## src/rtl/m_seq_adder.sv

```systemverilog
// rtl/m_seq_adder.sv - multi-cycle adder/subtractor processing one CHUNK-bit slice per clock
//
// Purpose: adds or subtracts two WIDTH-bit operands, CHUNK bits per cycle,
// LSB slice first, with the carry registered between slices. Latency from
// the accepting edge to the done pulse is WIDTH/CHUNK cycles.
//
// Ports:
//   clk    - clock, rising edge active
//   rst_n  - synchronous active-low reset
//   start  - operation request, accepted in IDLE or DONE
//   A, B   - WIDTH-bit operands
//   Cin    - carry-in (add mode only)
//   sub    - 0 = add, 1 = subtract (A + ~B + 1)
//   busy   - operation in progress
//   done   - one-cycle result-valid pulse
//   S      - registered sum/difference, held until the next done
//   Cout   - carry out of the MSB (subtract: 1 = no borrow)
//   Ovf    - signed two's-complement overflow

module m_seq_adder #(
    parameter int WIDTH = 16,
    parameter int CHUNK = 4
) (
    input  logic             clk,
    input  logic             rst_n,
    input  logic             start,
    input  logic [WIDTH-1:0] A,
    input  logic [WIDTH-1:0] B,
    input  logic             Cin,
    input  logic             sub,
    output logic             busy,
    output logic             done,
    output logic [WIDTH-1:0] S,
    output logic             Cout,
    output logic             Ovf
);

    localparam int NCH = WIDTH / CHUNK;
    localparam int IW  = (NCH > 1) ? $clog2(NCH) : 1;
    localparam logic [IW-1:0] LAST_IDX = IW'(NCH - 1);

    typedef enum logic [1:0] {
        IDLE = 2'd0,
        RUN  = 2'd1,
        DONE = 2'd2
    } state_t;

    state_t           state_q, state_d;
    logic [WIDTH-1:0] a_q, a_d;
    logic [WIDTH-1:0] b_q, b_d;
    logic [WIDTH-1:0] acc_q, acc_d;
    logic             carry_q, carry_d;
    logic [IW-1:0]    idx_q, idx_d;
    logic             a_msb_q, a_msb_d;
    logic             b_msb_q, b_msb_d;
    logic [WIDTH-1:0] s_q, s_d;
    logic             cout_q, cout_d;
    logic             ovf_q, ovf_d;

    logic [CHUNK:0]   slice_sum;
    logic [WIDTH-1:0] acc_next;

    // Operands shift right each cycle so the current slice is always the
    // low CHUNK bits; result slices enter the accumulator from the top so
    // that after NCH cycles the accumulator holds the full result in place.
    always_comb begin
        slice_sum = {1'b0, a_q[CHUNK-1:0]} + {1'b0, b_q[CHUNK-1:0]}
                  + {{CHUNK{1'b0}}, carry_q};
        acc_next  = (acc_q >> CHUNK)
                  | (WIDTH'(slice_sum[CHUNK-1:0]) << (WIDTH - CHUNK));
    end

    always_comb begin
        state_d = state_q;
        a_d     = a_q;
        b_d     = b_q;
        acc_d   = acc_q;
        carry_d = carry_q;
        idx_d   = idx_q;
        a_msb_d = a_msb_q;
        b_msb_d = b_msb_q;
        s_d     = s_q;
        cout_d  = cout_q;
        ovf_d   = ovf_q;

        case (state_q)
            IDLE, DONE: begin
                state_d = IDLE;
                if (start) begin
                    // Subtraction is folded into the latched operand:
                    // A - B = A + ~B + 1, so Cin plays no part.
                    a_d     = A;
                    b_d     = sub ? ~B : B;
                    carry_d = sub ? 1'b1 : Cin;
                    a_msb_d = A[WIDTH-1];
                    b_msb_d = sub ? ~B[WIDTH-1] : B[WIDTH-1];
                    acc_d   = '0;
                    idx_d   = '0;
                    state_d = RUN;
                end
            end
            RUN: begin
                a_d     = a_q >> CHUNK;
                b_d     = b_q >> CHUNK;
                carry_d = slice_sum[CHUNK];
                acc_d   = acc_next;
                idx_d   = idx_q + IW'(1);
                if (idx_q == LAST_IDX) begin
                    s_d     = acc_next;
                    cout_d  = slice_sum[CHUNK];
                    ovf_d   = (a_msb_q == b_msb_q) && (acc_next[WIDTH-1] != a_msb_q);
                    idx_d   = '0;
                    state_d = DONE;
                end
            end
            default: state_d = IDLE;
        endcase
    end

    always_ff @(posedge clk) begin
        if (!rst_n) begin
            state_q <= IDLE;
            a_q     <= '0;
            b_q     <= '0;
            acc_q   <= '0;
            carry_q <= 1'b0;
            idx_q   <= '0;
            a_msb_q <= 1'b0;
            b_msb_q <= 1'b0;
            s_q     <= '0;
            cout_q  <= 1'b0;
            ovf_q   <= 1'b0;
        end else begin
            state_q <= state_d;
            a_q     <= a_d;
            b_q     <= b_d;
            acc_q   <= acc_d;
            carry_q <= carry_d;
            idx_q   <= idx_d;
            a_msb_q <= a_msb_d;
            b_msb_q <= b_msb_d;
            s_q     <= s_d;
            cout_q  <= cout_d;
            ovf_q   <= ovf_d;
        end
    end

    assign busy = (state_q == RUN);
    assign done = (state_q == DONE);
    assign S    = s_q;
    assign Cout = cout_q;
    assign Ovf  = ovf_q;

endmodule
```

## config.mk

```make
export PLATFORM = sky130hd
export DESIGN_NAME = m_seq_adder
export DESIGN_NICKNAME = d
export VERILOG_FILES = /design/src/rtl/m_seq_adder.sv
export SDC_FILE = /design/constraint.sdc
export NUM_CORES = 1
export LEC_CHECK = 0
export CORE_MARGIN = 2
export CORE_UTILIZATION = 33
export CTS_CLUSTER_SIZE = 28
export DETAILED_ROUTE_END_ITERATION = 10
export HOLD_SLACK_MARGIN = 0.06
export PLACE_DENSITY = 0.55
export REMOVE_ABC_BUFFERS = 1
export SYNTH_ARGS = -nofsm -noshare
export SYNTH_HDL_FRONTEND = slang
export SYNTH_SLANG_ARGS = --single-unit
export TNS_END_PERCENT = 5
```

## constraint.sdc

```tcl
create_clock -name clk -period 4 [get_ports clk]
set_input_delay 0.4 -clock clk [delete_from_list [all_inputs] [get_ports clk]]
set_output_delay 0.4 -clock clk [all_outputs]
set_load 0.005 [all_outputs]
```

==> summary.txt <==
Worst setup path
  • Crit path max-delay cell type: clkdlybuf4s50_1
  • Worst Path Max Fanout: 40
  • CP peak stage delay: 0.64 ns
  • CP Cell Sequence: nand2b_1 -> inv_2 -> clkdlybuf4s50_1
  • Top delay family on crit path: buffers and inverters
  • Worst Path Buf+Inv: 2
  • Critical path class: register to output pin
  • Crit path launch type: register
  • CP required: 3.60 ns
  • Crit path arrival time: 2.16 ns
  • Reg2reg setup slack: 1.76 ns
  • Critical Path Sink Type: output pin

Cells and area
  • Commonest non-fill, non-tap cells in the layout: 69 x dfxtp_1, 59 x nand2_1, 56 x clkdlybuf4s50_1
  • N_diodes: 0
  • Layout cells sized above 1: 6.027%
  • Commonest non-fill, non-tap cell in the layout: dfxtp_1
  • Nets: 403
  • Area grow syn2layout: 29.22%

Clocking
  • Postcts setup bufs: 0
  • Num CTS Buffers: 9
  • CTS tree: built
  • Reg clk slew, reported paths: 0.07 ns
  • Hold_buf cts: 0
  • Clk buf depth: 2
  • Later-pin clock latency in the skew report: 0.34 ns
  • H-tree depth: 3
  • Root Buffer: clkbuf_8
  • TritonCTS Sinks: 69
  • Post_cts resized: 0

Logic synthesis
  • Post-Synth Simple-Gate Area: 14.74%
  • Mean Syn Cell Area: 8.782 sq um
  • Synth Instances: 316
  • Main combinational cell family by area after synthesis: compound AO/OA/AOI/OAI gates
  • Post-synthesis compound-gate area fraction: 22.27%
  • Register bit count reported by yosys: 69
  • Register area share after synthesis: 49.77%
  • Yosys warnings: 0
  • Adder-Cell Fraction of Synth Area: 3.246%
  • Number of synthesized flops with an enable pin: 0
  • Post-synthesis mux area share: 0%
  • Unique masters post-synth: 31
  • Mapped cell area: 0.002775 sq mm
  • Post-synth top flop: dfxtp_1
  • Async S/R FF share, synth: 0%
  • Post-Synth XOR/XNOR Area: 5.365%

Routing
  • First-pass iteration count of the detailed router: 4
  • WL/cell: 12.17 um
  • Vias per cell: 4.832
  • Antenna-violating nets left: 0
  • Total Wirelength: 5721 um
  • DR DRC count: 0
  • Vias after detailed routing: 2,271
  • Initial DRC count: 71

Global routing
  • Largest net degree at the start of global routing: 68
  • Vias in the first global route: 2,083
  • Grt ovf: 0
  • First-pass GRT wire length: 9480 um
  • GRT Overall Usage: 13.15%
  • Initial antenna violation count: 0

STA
  • Peak Freq: 391.2 MHz
  • Final setup fails: 0
  • Worst slew pin tran: 1.131 ns
  • Final hold vios: 0
  • Setup_tns: 0 ns
  • Fin crit share: 63.91%
  • Final min period: 2.556 ns
  • Post-route clock skew: 0.008294 ns
  • Hold Slack: 0.4542 ns
  • Slew HR: 24.63%
  • Max-slew violation count: 0
  • RSZ-0062 raised after global routing: false

Die
  • Die X: 95.71 um
  • Die ar.: 0.009159 sq mm
  • IO Count: 57
  • Chip height: 95.71 um
  • Row cnt: 33
  • Initial Utilization: 33.95%
  • CORE AREA: 0.008175 sq mm

Power and ir drop
  • Combinational group share of total power: 11.2%
  • Leakage power: 0.001286 uW
  • VDD IR max: 197.6 uV
  • Power Total: 1543 uW
  • Sw Share: 23.54%
  • Net switching power: 363.3 uW
  • Clock power share: 41.1%
  • Cell internal pwr: 1180 uW
  • Pwr/cell area: 430.4 mW/mm^2
  • Reg power frac: 47.7%

Outcome
  • Status: completed

Flow run
  • Total of max-cap violations: 0

Placement
  • I/O Buffers: 56
  • DP HPWL: 3552 um
  • Gpl congestion: 0.7546

Min path
  • Min-Delay Path Class: register to register
-- sequential cells by signal, indices dropped and copies added (netlist names) --
register and flops:
S 16, a_q 16, b_q 16, acc_q 12, idx_q 2, state_q 2, Cout 1, Ovf 1
a_msb_q 1, b_msb_q 1, carry_q 1
-- Yosys cell counts (2+ instances only) --
cell type / instances / area (sq um)
nand3_1: 3 / 15.01
nand2b_1: 3 / 18.77
nor2b_1: 2 / 12.51
nor2_1: 23 / 86.33
buf_4: 3 / 22.52
nand2_1: 59 / 221.5
and2_1: 2 / 12.51
a21oi_1: 47 / 235.2
a22oi_1: 41 / 307.8
clkbuf_1: 9 / 33.78
buf_2: 12 / 60.06
dfxtp_1: 69 / 1381
xor2_1: 16 / 140.1
a211oi_1: 2 / 15.01
o21ai_0: 3 / 15.01
inv_1: 2 / 7.510
fa_1: 2 / 40.04
a31oi_1: 2 / 12.51
ha_1: 4 / 50.05
-- worst paths after layout --
check | start | end | cells past startpoint
max | state_q[0] | busy | 3
min | S[7] | S[7] | 2
max reg2reg | state_q[1] | a_q[1] | 5
min reg2reg | S[7] | S[7] | 2
-- per-layer routing --
layer	GRT usage (%)	vias to the layer above	routed length, um
li1	-	1179	-
met3	4.229	7	313
met5	0	-	0
met4	4.643	0	55
met1	17.03	1028	2766
met2	20.63	57	2586
-- final cells by class --
class                      count  area (sq um)
multi-input combinational    220          1269
clock buffer                  12         155.1
inverter                       3         11.26
timing repair buffer          57         568.0
fill                         841          4589
sequential                    69          1381
clock inverter                 4         70.07
tap                          105         131.4
-- metrics by stage --
step	util [%]	cell area [sq um]	worst slack, ns	cells
3_5_place_dp	41.11	3361	1.532	454
5_1_grt	43.86	3586	1.266	470
2_1_floorplan	-	2659	1.471	292
6_report	43.86	3586	1.444	470
3_3_place_gp	41.11	3361	1.547	454
4_1_cts	43.86	3586	1.426	470
-- cells by family (layout without fill, tap and decap cells) --
group | after synthesis | after routing
flip-flops | 69 | 69
buffers and inverters | 27 | 76
AND/OR/NAND/NOR | 98 | 98
adder cells (fa/ha/maj) | 6 | 6
XOR/XNOR | 17 | 17
AO/OA/AOI/OAI | 99 | 99
-- worst min-delay path: cells and delay by family (launching register included) --
kind | cells | cell delay, ns
AO/OA/AOI/OAI | 1 | 0.05
flip-flops | 1 | 0.31
AND/OR/NAND/NOR | 1 | 0.05
-- power by group through the flow --
| stage | Sequential [uW] | Combinational (uW) | Clock [uW] |
|---|---|---|---|
| final | 736 | 173 | 635 |
| after global routing | 740 | 193 | 674 |
| after CTS | 736 | 174 | 649 |
| after detailed placement | 752 | 174 | 0 |
| after global placement | 751 | 171 | 0 |
| after floorplan | 747 | 102 | 0 |
No activity file was read; power rests on OpenSTA's default activity.
